`config.mk`:
```
export PLATFORM = sky130hd
export DESIGN_NAME = gray_scan_ctrl
export DESIGN_NICKNAME = d
export VERILOG_FILES = /design/src/rtl/gray_scan_pkg.sv /design/src/rtl/gray2bin_dec.sv /design/src/rtl/gray_scan_ctrl.sv
export SDC_FILE = /design/constraint.sdc
export NUM_CORES = 1
export LEC_CHECK = 0
export CAP_MARGIN = 40
export CORE_MARGIN = 3
export CORE_UTILIZATION = 45
export CTS_BUF_LIST = sky130_fd_sc_hd__clkbuf_8
export CTS_CLUSTER_DIAMETER = 100
export DETAILED_ROUTE_END_ITERATION = 7
export GPL_ROUTABILITY_DRIVEN = 0
export PLACE_DENSITY = 0.67
export SETUP_SLACK_MARGIN = 0.5
export SLEW_MARGIN = 15
export SYNTH_ARGS = -nofsm -noshare
export SYNTH_HDL_FRONTEND = slang
export SYNTH_SLANG_ARGS = --single-unit
```
`constraint.sdc`:
```
create_clock -name clk_i -period 2.7 [get_ports clk_i]
set_input_delay 0.27 -clock clk_i [delete_from_list [all_inputs] [get_ports clk_i]]
set_output_delay 0.27 -clock clk_i [all_outputs]
set_load 0.01 [all_outputs]
```
`src/rtl/gray_scan_pkg.sv`:
```
// Shared types and helpers for the Gray-code channel scanner.
package gray_scan_pkg;

  typedef enum logic [1:0] {
    IDLE   = 2'd0,
    SAMPLE = 2'd1,
    OUT    = 2'd2
  } state_t;

  function automatic int ch_width(input int n);
    return (n > 1) ? $clog2(n) : 1;
  endfunction

endpackage

```
`src/rtl/gray2bin_dec.sv`:
```
// Combinational Gray-to-binary decoder.
module gray2bin_dec #(
  parameter int WIDTH = 4
) (
  input  logic [WIDTH-1:0] gray,
  output logic [WIDTH-1:0] bin
);

  always_comb begin
    bin = '0;
    for (int i = 0; i < WIDTH; i++) begin
      bin[i] = ^(gray >> i);
    end
  end

endmodule

```
`src/rtl/gray_scan_ctrl.sv`:
```
// Periodic scanner: samples enabled Gray channels in
// ascending order and hands each decoded value to a consumer.
module gray_scan_ctrl
  import gray_scan_pkg::*;
#(
  parameter int WIDTH       = 4,
  parameter int CHANNELS    = 4,
  parameter int SCAN_PERIOD = 2700000
) (
  input  logic                         clk_i,
  input  logic                         rst_i,
  input  logic [CHANNELS*WIDTH-1:0]    gray_bus_i,
  input  logic [CHANNELS-1:0]          ch_en_i,
  input  logic                         ready_i,
  input  logic                         ovr_clr_i,
  output logic [WIDTH-1:0]             bin_o,
  output logic [ch_width(CHANNELS)-1:0] ch_o,
  output logic                         valid_o,
  output logic                         busy_o,
  output logic                         overrun_o
);

  localparam int CW = ch_width(CHANNELS);
  localparam int PW = $clog2(SCAN_PERIOD);
  localparam int BW = CHANNELS * WIDTH;
  localparam logic [PW-1:0] RELOAD = PW'(SCAN_PERIOD - 1);

  logic [BW-1:0]       sync1, sync2;
  logic [PW-1:0]       cnt;
  logic                tick;
  state_t              state, state_nx;
  logic [CHANNELS-1:0] mask, mask_nx;
  logic [CW-1:0]       sel, sel_nx;
  logic [CW-1:0]       first, nxt;
  logic                has_first, has_nxt;
  logic [WIDTH-1:0]    gray_sel, dec;

  always_ff @(posedge clk_i or negedge rst_i) begin
    if (!rst_i) begin
      sync1 <= '0;
      sync2 <= '0;
    end else begin
      sync1 <= gray_bus_i;
      sync2 <= sync1;
    end
  end

  always_ff @(posedge clk_i or negedge rst_i) begin
    if (!rst_i) begin
      cnt <= RELOAD;
    end else if (cnt == '0) begin
      cnt <= RELOAD;
    end else begin
      cnt <= cnt - 1'b1;
    end
  end

  assign tick = (cnt == '0);

  // Lowest enabled channel, and next enabled channel above sel.
  always_comb begin
    first     = '0;
    has_first = 1'b0;
    nxt       = '0;
    has_nxt   = 1'b0;
    for (int i = CHANNELS - 1; i >= 0; i--) begin
      if (ch_en_i[i]) begin
        first     = CW'(i);
        has_first = 1'b1;
      end
      if (mask[i] && (i > int'(sel))) begin
        nxt     = CW'(i);
        has_nxt = 1'b1;
      end
    end
  end

  assign gray_sel = sync2[int'(sel)*WIDTH +: WIDTH];

  gray2bin_dec #(
    .WIDTH(WIDTH)
  ) u_dec (
    .gray(gray_sel),
    .bin (dec)
  );

  always_comb begin
    state_nx = state;
    mask_nx  = mask;
    sel_nx   = sel;
    case (state)
      IDLE: begin
        if (tick && has_first) begin
          state_nx = SAMPLE;
          mask_nx  = ch_en_i;
          sel_nx   = first;
        end
      end
      SAMPLE: state_nx = OUT;
      OUT: begin
        if (ready_i) begin
          if (has_nxt) begin
            state_nx = SAMPLE;
            sel_nx   = nxt;
          end else begin
            state_nx = IDLE;
          end
        end
      end
      default: state_nx = IDLE;
    endcase
  end

  always_ff @(posedge clk_i or negedge rst_i) begin
    if (!rst_i) begin
      state <= IDLE;
      mask  <= '0;
      sel   <= '0;
      bin_o <= '0;
      ch_o  <= '0;
    end else begin
      state <= state_nx;
      mask  <= mask_nx;
      sel   <= sel_nx;
      if (state == SAMPLE) begin
        bin_o <= dec;
        ch_o  <= sel;
      end
    end
  end

  // A tick seen mid-scan is dropped but flagged; set beats clear.
  always_ff @(posedge clk_i or negedge rst_i) begin
    if (!rst_i) begin
      overrun_o <= 1'b0;
    end else if (tick && (state != IDLE)) begin
      overrun_o <= 1'b1;
    end else if (ovr_clr_i) begin
      overrun_o <= 1'b0;
    end
  end

  assign valid_o = (state == OUT);
  assign busy_o  = (state != IDLE);

endmodule

```
# ---- Word level (Yosys, flattened, before mapping)
# Index checks and enable logic that the tools add are counted.
# W data, S select, Z words.
dict set report word_totals {
  word_cells 61
  inputBits 24
  reg_bits 69
  out_inout_bits 9
}
dict set report classes {
  shifts 1
  n_eq_ne 5
  n_lt_le_gt_ge 3
  add_sub_neg 1
  n_mux 25
  n_reduce_logical 17
}
# operator count
set ops {}
lappend ops {{$mux W2} 12}
lappend ops {{$logic_not A22 Y1} 1}
lappend ops {{$mux W22} 1}
lappend ops {{$sub A22 B1 Y22 const B} 1}
lappend ops {{$reduce_xor A4 Y1} 4}
lappend ops {{$shiftx A16 B5 Y4} 1}
lappend ops {{$mux W1} 10}
lappend ops {{$pmux W2 S3} 1}
lappend ops {{$reduce_bool A2 Y1} 3}
lappend ops {{$logic_and A1 B1 Y1} 5}
lappend ops {{$gt A2 B2 Y1 const A} 2}
lappend ops {{$ne A2 B2 Y1 const B} 2}
lappend ops {{$pmux W2 S2} 1}
lappend ops {{$reduce_and A2 Y1} 2}
lappend ops {{$reduce_and A4 Y1} 1}
lappend ops {{$eq A2 B1 Y1 const B} 1}
lappend ops {{$eq A2 B2 Y1 const B} 1}
lappend ops {{$gt A1 B2 Y1 const A} 1}
lappend ops {{$logic_not A2 Y1} 1}
lappend ops {{$ne A2 B1 Y1 const B} 1}

# ---- Depth between registers and ports, before layout
# Gate-level depths: netlist of the first run.
dict set report depth {
  ltp_word 8
  ltp_mapped 8
  ltp_nobuf 7
}

# ---- Cells and area by module
# Synthesis of the first run repeated with hierarchy kept, for this count alone.
dict set report hier_totals {
  cells_unflattened 201
  area_unflattened_um2 2648.8
}
# mod instances area_each_um2 cells_each seq_area_each_um2
set modules_own_cells {}
lappend modules_own_cells {gray_scan_ctrl 1 2598.7 196 1717.9}
lappend modules_own_cells {gray2bin_dec 1 50.0 5 0.0}

# ---- Worst setup path after synthesis of the first run
# Ideal clock, no wire load.
dict set report synth_timing {
  path_kind {flip-flop to flip-flop}
  startpoint {register cnt[0]}
  endpoint {register cnt[20]}
  required_ns 2.573
  path_stages_with_launch 8
  path_buffers 1
  setup_ns 0.127
  slack_ns 0.565
  arrival_time_ns 2.007
  period_less_slack_ns 2.135
  path_cell_list {dfstp_2 inv_1 ha_1 or3b_1 buf_6 or2_1 or4_1 mux2_1}
}
dict set report synth_between {
  elab_chain_cells 2
}
# element line
set synth_lines {}
lappend synth_lines {{start: declaration} gray_scan_ctrl.sv:29} ;# logic [PW-1:0] cnt;
lappend synth_lines {{start signal: assignment} gray_scan_ctrl.sv:54} ;# cnt <= cnt - 1'b1;
lappend synth_lines {{$sub A22 B1 Y22 / $logic_not A22 Y1 (equally long branches)} {gray_scan_ctrl.sv:54, gray_scan_ctrl.sv:51}}
lappend synth_lines {{$mux W22 (*)} gray_scan_ctrl.sv:51} ;# end else if (cnt == '0) begin
# Mark *: on every way between the ends. The rest lies on a longest branch, timed or not.
# A chain may end at the register's enable or synchronous reset.

# ---- Worst setup path in the final report of the first run
# Ends and elaborated chain as after synthesis.

==> qor.log, run 1 <==
[final_layout] FF/Latch Area 1720 um2
[pwr] power per unit of standard cell area 657 nW/um2
[final_layout] Area Growth Syn to Fin 26.1%
[drt] Vias per Instance 5.09
[final_layout] Design Area, Final 3310 um2
[logic_synthesis] area fraction in compound gates after synthesis 4.53%
[timing] number of slew-limit violations in the final report 0
[timing] maximum clock skew at final layout 11.0 ps
[drt] Residual DRC 0
[timing] Least-Margin Pin Slew 470 ps
[worst_setup_path] arrival time at the worst endpoint 2360 ps
[worst_setup_path] Crit Path Class flop to flop
[global_routing] global route total overflow 0
[global_routing] number of global-route vias before repair 1,692
[worst_setup_path] number of buffers and inverters on the critical path 1
[drt] total via count after detailed routing 1,649
[worst_setup_path] CP startpoint kind flop
[placed_design] DPL Wire Length 3.03 mm
[placed_design] input/output buffers 32
[drt] drt first pass iters 4
[logic_synthesis] total nets after synthesis 226
[die] top-level I/O count 33
[logic_synthesis] yosys warns 0
[logic_synthesis] post-synth top area cell sky130_fd_sc_hd__dfrtp_1
[worst_setup_path] top cell family by delay on the critical path simple AND/OR/NAND/NOR gates
[logic_synthesis] Simple-Gate Fraction of Synth Area 13.9%
[run] number of violations of the max-capacitance limit 0
[die] overall die area 6780 um2
[final_layout] multi-input combinational cell area 876 um2
[logic_synthesis] post-synthesis instance area 2620 um2
[final_layout] layout net count 272
[logic_synthesis] cell types with the largest area share after synthesis sky130_fd_sc_hd__dfrtp_1 52%, sky130_fd_sc_hd__dfstp_2 13%, sky130_fd_sc_hd__mux2_2 3.4%, sky130_fd_sc_hd__mux4_2 3.4%, sky130_fd_sc_hd__xnor2_1 3.3%
[worst_setup_path] critical-path cell list inv_1, ha_2, or3b_4, or2_4, or4_4, mux2_4
[clock_tree] Worst-path clk slew 80 ps
[logic_synthesis] post-synth cell types 38
[die] Die X-Extent 82.3 um
[global_routing] overall track demand over capacity in global routing 15.6%
[drt] Post-DRT Antenna Nets 0
[worst_setup_path] cell type of the slowest stage on the worst timing path sky130_fd_sc_hd__or4_4
[final_layout] layout cells sized above 1 25.4%
[clock_tree] CTS H-Tree Depth 3
[placed_design] Post-DP Area 3010 um2
[logic_synthesis] flip-flop and latch count after synthesis 68
[logic_synthesis] portion of synthesized cell area occupied by the leading cell type 52.5%
[timing] total negative setup slack 0 ps
[timing] relative slew slack 68.4%
[pwr] total net switching power 532 uW
[final_layout] number of inserted filler cells in the final layout 472
[pwr] Clk pwr share 39.2%
[timing] final critical-path share of the clock period 78.9%
[min_path] hold wc startpoint sync1[5]
[timing] RSZ-0062 raised after global routing false
[pwr] portion of total power attributed to combinational logic 9.7%
[timing] Final Hold Slack 349 ps
[worst_setup_path] Largest stage delay, worst path 420 ps
[clock_tree] Root Driver sky130_fd_sc_hd__clkbuf_8
[clock_tree] clock tree from TritonCTS yes
[logic_synthesis] Mapped Avg Cell Area 13.0 um2
[pwr] Flop pwr share 51.0%
[worst_setup_path] data required time of the worst path 2930 ps
[worst_setup_path] reg2reg start cnt[0]
[drt] count of routing violations after the opening detailed-route iteration 103
[logic_synthesis] post-synthesis xor/xnor area fraction 5.68%
[worst_setup_path] crit path launch cnt[0]
[clock_tree] total number of clock tree sinks 68
[global_routing] number of antenna violations at the first check in global routing 0
[pwr] P_leak 1.42 nW
[die] Vert. Die Dim 82.3 um
[logic_synthesis] synthesized instance count 201
[clock_tree] clk_lat worst skew 340 ps
[drt] total wire length after detailed routing 4.58 mm
[pwr] IR Drop Worst-Case VDD 0.000421 V
[clock_tree] total clock buffers created by CTS 9
[clock_tree] Bufs on Longest Clock Path 2
[timing] final setup violation count 0
[worst_setup_path] highest net fanout along the worst path 4
[pwr] Net Sw Frac 24.5%
[logic_synthesis] proportion of synthesized area in mux cells 7.68%
[die] Initial Util 47.0%
[final_layout] ant diodes 0
[drt] WL per Instance 14.1 um
[die] number of placement rows 27
[logic_synthesis] sequential-to-total area share from yosys stat 65.5%
[min_path] Hold Path Class flop to flop
[timing] achievable frequency 470 MHz
[worst_setup_path] kind of end point of the critical path flop
[pwr] internal power 1.64 mW
[status] status completed
[logic_synthesis] Synth Area in Adders 0.477%
[global_routing] global-route wire length before repair 7.85 mm
[logic_synthesis] main combinational cell family by area after synthesis simple AND/OR/NAND/NOR gates
[timing] Fin. Hold Viols 0
[die] Core Area 5570 um2
[timing] final critical path time including I/O delays and setup 2130 ps
[global_routing] largest net degree at the start of global routing 30
-- timing repair --
item,4_1_cts,5_1_grt
gates resized for setup,1,8
endpoints found under the hold margin,9,0
hold buffers,1,0
pin swaps,0,2
buffers inserted,0,7
setup endpoints to repair,1,13
-- area by class of cell --
cell class              instances  share of cell area, %
clock buffers                   9                   3.74
clock inverters                 7                   2.46
inverters                       5                  0.567
multi-input cells             120                   26.5
flip-flops and latches         68                   51.9
well taps                      72                   2.72
repair buffers                 43                   12.1
-- sequential cells by signal (all words and copies together), names as in the netlist --
signal / cells
sel: 2
state: 2
cnt: 22
bin_o: 4
mask: 3
ch_o: 2
overrun_o: 1
sync1: 16
sync2: 16
-- per-stage QoR --
| step | instances | worst slack, ps | total power, mW | utilization [%] |
|---|---|---|---|---|
| 2_1_floorplan | 201 | 565 | 1.22 | - |
| 3_3_place_gp | 300 | 499 | 1.34 | 54.0 |
| 3_5_place_dp | 300 | 437 | 1.34 | 54.0 |
| 4_1_cts | 317 | 509 | 2.20 | 57.9 |
| 5_1_grt | 324 | 453 | 2.28 | 59.3 |
| 6_report | 324 | 570 | 2.17 | 59.3 |
-- cell usage in the layout, fill, tap and decap left out, drive strengths merged, types with 6 or more instances in the layout --
cell type / count
mux2: 9
dfstp: 13
dfrtp: 55
nor2: 16
nand2: 14
clkdlybuf4s50: 31
xor2: 7
a21oi: 6
nor3: 6
inv: 9
buf: 11
clkbuf: 9
xnor2: 10
o21ai: 6
-- cell usage after synthesis --
| cell type | count |
|---|---|
| sky130_fd_sc_hd__dfstp_2 | 13 |
| sky130_fd_sc_hd__nand3_1 | 4 |
| sky130_fd_sc_hd__xor2_1 | 7 |
| sky130_fd_sc_hd__nand2_1 | 14 |
| sky130_fd_sc_hd__a22o_1 | 1 |
| sky130_fd_sc_hd__or3b_1 | 1 |
| sky130_fd_sc_hd__nand2b_1 | 4 |
| sky130_fd_sc_hd__clkbuf_1 | 4 |
| sky130_fd_sc_hd__o22ai_1 | 2 |
| sky130_fd_sc_hd__inv_1 | 5 |
| sky130_fd_sc_hd__dfrtp_1 | 55 |
| sky130_fd_sc_hd__nand4_1 | 2 |
| sky130_fd_sc_hd__nor2b_1 | 4 |
| sky130_fd_sc_hd__o41ai_1 | 1 |
| sky130_fd_sc_hd__nor3b_2 | 1 |
| sky130_fd_sc_hd__mux2_1 | 1 |
| sky130_fd_sc_hd__nor4_1 | 5 |
| sky130_fd_sc_hd__or4_1 | 4 |
| sky130_fd_sc_hd__o31ai_1 | 3 |
| sky130_fd_sc_hd__buf_6 | 1 |
| sky130_fd_sc_hd__a21oi_1 | 6 |
| sky130_fd_sc_hd__or2_1 | 2 |
| sky130_fd_sc_hd__or4_2 | 1 |
| sky130_fd_sc_hd__nor3_1 | 6 |
| sky130_fd_sc_hd__ha_1 | 1 |
| sky130_fd_sc_hd__nor2_1 | 16 |
| sky130_fd_sc_hd__or2_2 | 1 |
| sky130_fd_sc_hd__a31oi_1 | 1 |
| sky130_fd_sc_hd__buf_2 | 2 |
| sky130_fd_sc_hd__mux2_2 | 8 |
| sky130_fd_sc_hd__and3b_1 | 1 |
| sky130_fd_sc_hd__xnor2_1 | 10 |
| sky130_fd_sc_hd__mux2i_1 | 1 |
| sky130_fd_sc_hd__nand4bb_1 | 1 |
| sky130_fd_sc_hd__o21ai_0 | 6 |
| sky130_fd_sc_hd__and4_1 | 1 |
| sky130_fd_sc_hd__mux4_2 | 4 |
| sky130_fd_sc_hd__buf_1 | 1 |
-- power by group through the flow --
stage	Clock [mW]	Sequential [mW]	Combinational, mW
floorplan	0	1.12	0.101
global placement	0	1.13	0.210
detailed placement	0	1.13	0.214
CTS	0.879	1.11	0.216
global route	0.935	1.12	0.233
finish	0.852	1.11	0.211
-- worst paths after layout --
check	endpoint	slack (ps)	cells past startpoint
min in group asynchronous	cnt[20]	380	2
hold reg to reg	sync2[5]	350	0
hold / removal	sync2[5]	350	0
setup reg to reg	cnt[20]	570	6
setup / recovery	cnt[20]	570	6
max in group asynchronous	cnt[3]	1590	3
-- kinds of logic after synthesis --
group / after synthesis
DFF: 68
AOI/OAI and AO/OA: 20
adders and majority gates: 1
xor gates and xnor gates: 17
muxes: 14
buffers and inverters: 13
and+or+nand+nor: 68
-- routing by layer --
layer | vias up | track usage (%) | routed length, um
li1 | 791 | - | -
met1 | 802 | 19.7 | 2020
met2 | 48 | 24.6 | 2240
met3 | 8 | 5.53 | 263
met4 | 0 | 5.98 | 57
met5 | - | 0 | 0
(Power assumes the default switching activity.)
==> run 2: changes to the inputs <==
Clock period 2.7 ns to 2.12 ns, I/O delays scaled along.
==> run 2 against run 1 <==
  * Clock skew is essentially flat
  * Clock power grew 28%
  * Sequential share of layout area shrank 6.6 points
  * Design area grew 15%
  * Sequential power grew 26%
  * Critical path depth is the same
  * Hold slack lost 51 ps
  * Register-to-register slack lost 480 ps
  * Via count grew 9.5%
  * Cell count grew 6.8%
  * Setup slack lost 480 ps
  * Largest power group unchanged
  * Die area is the same
==> qor.log, run 2 (synthesized netlist as in run 1, its figures left out) <==
[status] status completed
[timing] total negative setup slack 0 ps [unchanged]
[final_layout] number of inserted filler cells in the final layout 373 [-21%]
[clock_tree] clock tree from TritonCTS yes
[drt] total via count after detailed routing 1,805 [+9.5%]
[worst_setup_path] data required time of the worst path 2350 ps [-580 ps]
[global_routing] largest net degree at the start of global routing 26 [-13%]
[drt] total routed wire length on the met1 layer 2.35 mm [+17%]
[die] Die X-Extent 82.3 um [unchanged]
[worst_setup_path] kind of end point of the critical path flop
[worst_setup_path] CP startpoint kind flop
[final_layout] post-layout utilization of the core 68.2% [+8.8 points]
[drt] Post-DRT Antenna Nets 0 [unchanged]
[die] top-level I/O count 33 [unchanged]
[pwr] P_leak 1.64 nW [+15%]
[timing] RSZ-0062 raised after global routing true
[die] overall die area 6780 um2 [unchanged]
[pwr] power per unit of standard cell area 749 nW/um2 [+14%]
[clock_tree] total number of clock tree sinks 68 [unchanged]
[final_layout] layout net count 294 [+8.1%]
[timing] achievable frequency 492 MHz [+4.9%]
[placed_design] DPL Wire Length 3.06 mm [+0.82%]
[drt] drt first pass iters 4 [unchanged]
[clock_tree] total clock buffers created by CTS 9 [unchanged]
[pwr] IR Drop Worst-Case VDD 0.000510 V [+21%]
[placed_design] pre-CTS worst setup slack 100 ps [-337 ps]
[final_layout] layout cells sized above 1 45.3% [+20 points]
[final_layout] max reg flops 22 [unchanged]
[drt] WL met3 316 um [+20%]
[drt] WL per Instance 15.9 um [+12%]
[clock_tree] Root Driver sky130_fd_sc_hd__clkbuf_8
[timing] final critical path time including I/O delays and setup 2030 ps [-99.0 ps]
[timing] min setup slack post-route 89.5 ps [-481 ps]
[drt] count of routing violations after the opening detailed-route iteration 96 [-6.8%]
[run] number of violations of the max-capacitance limit 0 [unchanged]
[drt] Residual DRC 0 [unchanged]
[global_routing] number of global-route vias before repair 1,663 [-1.7%]
[worst_setup_path] arrival time at the worst endpoint 2260 ps [-100 ps]
[global_routing] overall track demand over capacity in global routing 16.2% [+0.64 points]
[timing] maximum clock skew at final layout 10.5 ps [-0.470 ps]
[timing] final setup violation count 0 [unchanged]
[final_layout] Area Growth Syn to Fin 44.9%
[placed_design] input/output buffers 32 [unchanged]
[drt] routed wire length on met2 2.70 mm [+21%]
[global_routing] global-route wire length before repair 7.94 mm [+1.1%]
[global_routing] global route total overflow 0 [unchanged]
[die] Core Area 5570 um2 [unchanged]
[clock_tree] clk_lat worst skew 350 ps [about the same]
[timing] Least-Margin Pin Slew 504 ps [+33.4 ps]
[final_layout] commonest non-fill, non-tap cells in the layout 52 x sky130_fd_sc_hd__dfrtp_1, 29 x sky130_fd_sc_hd__clkdlybuf4s50_1, 25 x sky130_fd_sc_hd__buf_4, 13 x sky130_fd_sc_hd__dfstp_2, 11 x sky130_fd_sc_hd__nand2_1
[global_routing] number of antenna violations at the first check in global routing 0 [unchanged]
[drt] Vias per Instance 5.22 [+2.5%]
[final_layout] Top Registers cnt: 22 flops, sync1: 16 flops, sync2: 16 flops
[clock_tree] Worst-path clk slew 80 ps [about the same]
[clock_tree] Bufs on Longest Clock Path 2 [unchanged]
[timing] relative slew slack 66.4% [-1.9 points]
[final_layout] ant diodes 0 [unchanged]
[timing] Fin. Hold Viols 0 [unchanged]
[min_path] Hold Path Class primary input to flop
[final_layout] top register by number of flip-flops cnt
[drt] top layer in use met4
[die] number of placement rows 27 [unchanged]
[worst_setup_path] highest net fanout along the worst path 3 [-1]
[worst_setup_path] Crit Path Class flop to flop
[timing] final critical-path share of the clock period 95.8% [+17 points]
[timing] number of slew-limit violations in the final report 0 [unchanged]
[die] Initial Util 47.0% [unchanged]
[final_layout] most common library cell in the layout ignoring fill and taps sky130_fd_sc_hd__dfrtp_1
[worst_setup_path] slack of the worst reg-to-reg path 90 ps [-480 ps]
[drt] total wire length after detailed routing 5.50 mm [+20%]
[die] Vert. Die Dim 82.3 um [unchanged]
[clock_tree] CTS H-Tree Depth 3 [unchanged]
run 2: cell types whose count changed in the layout (fill, tap and decap cells not counted), moves of 4 or more:
| cell | before | now |
|---|---|---|
| sky130_fd_sc_hd__nor2_1 | 16 | 10 |
| sky130_fd_sc_hd__nor3_1 | 5 | 1 |
| sky130_fd_sc_hd__buf_4 | 10 | 25 |
| sky130_fd_sc_hd__nor4_4 | 0 | 4 |
| sky130_fd_sc_hd__buf_6 | 0 | 5 |
| sky130_fd_sc_hd__nor4_1 | 4 | 0 |
| sky130_fd_sc_hd__or4_4 | 1 | 5 |
run 2: path summary, 6_finish.rpt:
check                                    start   endpoint  cells past startpoint
worst min-delay path            gray_bus_i[15]  sync1[15]                      1
max in group asynchronous                rst_i     cnt[1]                      3
worst max register to register          cnt[1]    cnt[20]                      6
min in group asynchronous                rst_i    cnt[15]                      2
worst max-delay path                    cnt[1]    cnt[20]                      6
worst min register to register        sync1[4]   sync2[4]                      0
run 2: cell type report:
class                      instances  area [um2]  area share [%]
multi-input combinational        120        1160            30.6
tap                               72        90.1            2.37
inverter                           5        18.8           0.494
clock buffer                      10         138            3.62
sequential                        68        1720            45.3
timing repair buffer              65         597            15.7
clock inverter                     6        72.6            1.91
run 2: critical path, stage by stage, from the launching register on:
cell and delay [ps]:
sky130_fd_sc_hd__dfstp_2 380, sky130_fd_sc_hd__inv_2 60, sky130_fd_sc_hd__ha_4 130, sky130_fd_sc_hd__or3b_4 380
sky130_fd_sc_hd__or2_4 250, sky130_fd_sc_hd__or4_4 410, sky130_fd_sc_hd__mux2_1 320
run 2: routing by layer:
layer | global-route usage [%] | vias to the layer above
met1 | 22.2 | 904
met5 | 0 | -
met3 | 5.21 | 12
li1 | - | 830
met2 | 23.6 | 59
met4 | 7.48 | 0
run 2: power breakdown:
part	internal (mW)	switching (mW)
clock	0.585	0.510
combinational	0.207	0.145
sequential	1.37	0.0350
total	2.16	0.690
run 2: metrics by stage:
stage | power [mW] | instances | cell area [um2] | hold slack, ps
floorplan | 1.56 | 201 | 2690 | -83.6
global placement | 1.71 | 306 | 3100 | 203
detailed placement | 1.73 | 306 | 3100 | 204
CTS | 2.86 | 332 | 3540 | 283
global route | 2.97 | 346 | 3800 | 286
finish | 2.85 | 346 | 3800 | 299
run 2: what timing repair did:
action                                  CTS  global route
endpoints found under the setup margin   29            31
hold buffers                              1             0
endpoints found under the hold margin    11             0
gates resized for setup                  35            32
gates cloned                              0             0
buffers inserted                          9            14
pin swaps                                16            28
==> edit (settings of run 1) <==
Reset style: synchronous (`rst_i`), changed in 4 clocked blocks.
--- a/src/rtl/gray_scan_ctrl.sv
+++ b/src/rtl/gray_scan_ctrl.sv
@@ -37,3 +37,3 @@
 
-  always_ff @(posedge clk_i or negedge rst_i) begin
+  always_ff @(posedge clk_i) begin
     if (!rst_i) begin
@@ -47,3 +47,3 @@
 
-  always_ff @(posedge clk_i or negedge rst_i) begin
+  always_ff @(posedge clk_i) begin
     if (!rst_i) begin
@@ -113,3 +113,3 @@
 
-  always_ff @(posedge clk_i or negedge rst_i) begin
+  always_ff @(posedge clk_i) begin
     if (!rst_i) begin
@@ -132,3 +132,3 @@
   // A tick seen mid-scan is dropped but flagged; set beats clear.
-  always_ff @(posedge clk_i or negedge rst_i) begin
+  always_ff @(posedge clk_i) begin
     if (!rst_i) begin
Function: same outputs for any inputs over 10 cycles, from zero or initial values and one cycle with rst_i low; that may be too few to reach the edited logic, so the function may still have changed.
==> edit against run 1 <==
Maximum frequency is 7.8% higher. Wire length is 7.9% lower. Synthesized area is 0.81% lower. Worst setup slack better by 150 ps. Design area is 4.0% lower. Sequential share of layout area is 9.1 points lower. Sequential cell count stayed put. First-iteration DRC count is 39% lower. Critical endpoint is now bin_o[0]. Largest cell class unchanged. Highest routed layer unchanged.
Power is not compared: it rests on default switching activity, and its combinational part moved more than twofold at a synthesized area within 25%.
==> edit: results (changes against run 1) <==
| Metric | Value |
|---|---|
| Status | `completed` |
| Vias in the first global route | `1672 (-1.2%)` |
| Fillers | `500 (+5.9%)` |
| Setup slack, reg-to-reg | `730 ps (+150 ps)` |
| Share of post-route cells with drive strength above 1 | `10.54% (-15 points)` |
| Hold wc startpoint | `sync1[10]` |
| WL met1 | `1988 µm (-1.4%)` |
| Vias per cell | `4.899 (-3.7%)` |
| Routed met2 length | `1869 µm (-17%)` |
| Synth area leaders | `dfxtp_1, and2_1, mux4_2` |
| WHS Path Cells | `1 (+1)` |
| Crit path DAT | `2170 ps (-190 ps)` |
| Worst r2r dst | `bin_o[0]` |
| 1st-pass router iterations | `5 (+1)` |
| Worst R2R Path Depth | `5 (-1)` |
| CP max stage cell | `mux4_2` |
| Post-synthesis sequential area ratio | `52.33% (-13 points)` |
| Crit-path leading delay family | `multiplexers` |
| Met3 wire length | `217 µm (-17%)` |
| Largest net degree at the start of global routing | `53 (+77%)` |
| Wire length per cell | `11.52 µm (-18%)` |
| Hold Path End | `sync2[10]` |
| RR Startpoint | `sel[0]` |
| Synth async-reset ratio | `0% (-100 points)` |
| CP max stage delay | `610 ps (+190 ps)` |
==> edit: worst max-delay path by stage <==
stage | endpoint | slack [ps] | cells after the start
detailed placement | bin_o[0] | 710 | 5
global placement | bin_o[0] | 720 | 5
floorplan | bin_o[0] | 960 | 6
finish | bin_o[0] | 730 | 5
global route | bin_o[0] | 530 | 5
CTS | cnt[5] | 690 | 5
==> edit: cells by family after synthesis <==
group                    count (synthesis)
buffers and inverters                   17
flip-flops                              68
adder cells (fa/ha/maj)                  1
XOR/XNOR                                18
multiplexers                            13
AO/OA/AOI/OAI                           26
AND/OR/NAND/NOR                        113
==> edit: cell type report <==
class                      count  area [µm²]  area share, %
sequential                    68        1361          42.87
multi-input combinational    171        1175          37.00
timing repair buffer          33       327.8          10.32
clock buffer                   9       123.9          3.901
tap                           72       90.09          2.837
clock inverter                 7       75.07          2.364
inverter                       6       22.52         0.7092
==> edit: stage by stage <==
stage,cell area (µm²),hold WS [ps],instances,setup WS (ps)
floorplan,2601,397.3,256,961.7
global placement,2973,416.3,350,717.9
detailed placement,2973,416.9,350,711.3
CTS,3172,428.9,366,691.1
global route,3176,430.2,366,534.9
finish,3176,431.0,366,725.1
==> edit: metal layers <==
| metal | vias up | track usage [%] |
|---|---|---|
| li1 | 919 | - |
| met1 | 822 | 18.14 |
| met2 | 40 | 21.49 |
| met3 | 12 | 3.947 |
| met4 | 0 | 9.967 |
| met5 | - | 0 |
==> edit: power breakdown <==
group | switching, mW | internal, mW | leakage, nW | total (mW)
Clock | 0.382 | 0.430 | 0.0923 | 0.812
Sequential | 0.00902 | 1.03 | 0.556 | 1.04
Combinational | 0.0322 | 0.0553 | 0.547 | 0.0875
Total | 0.423 | 1.51 | 1.20 | 1.94
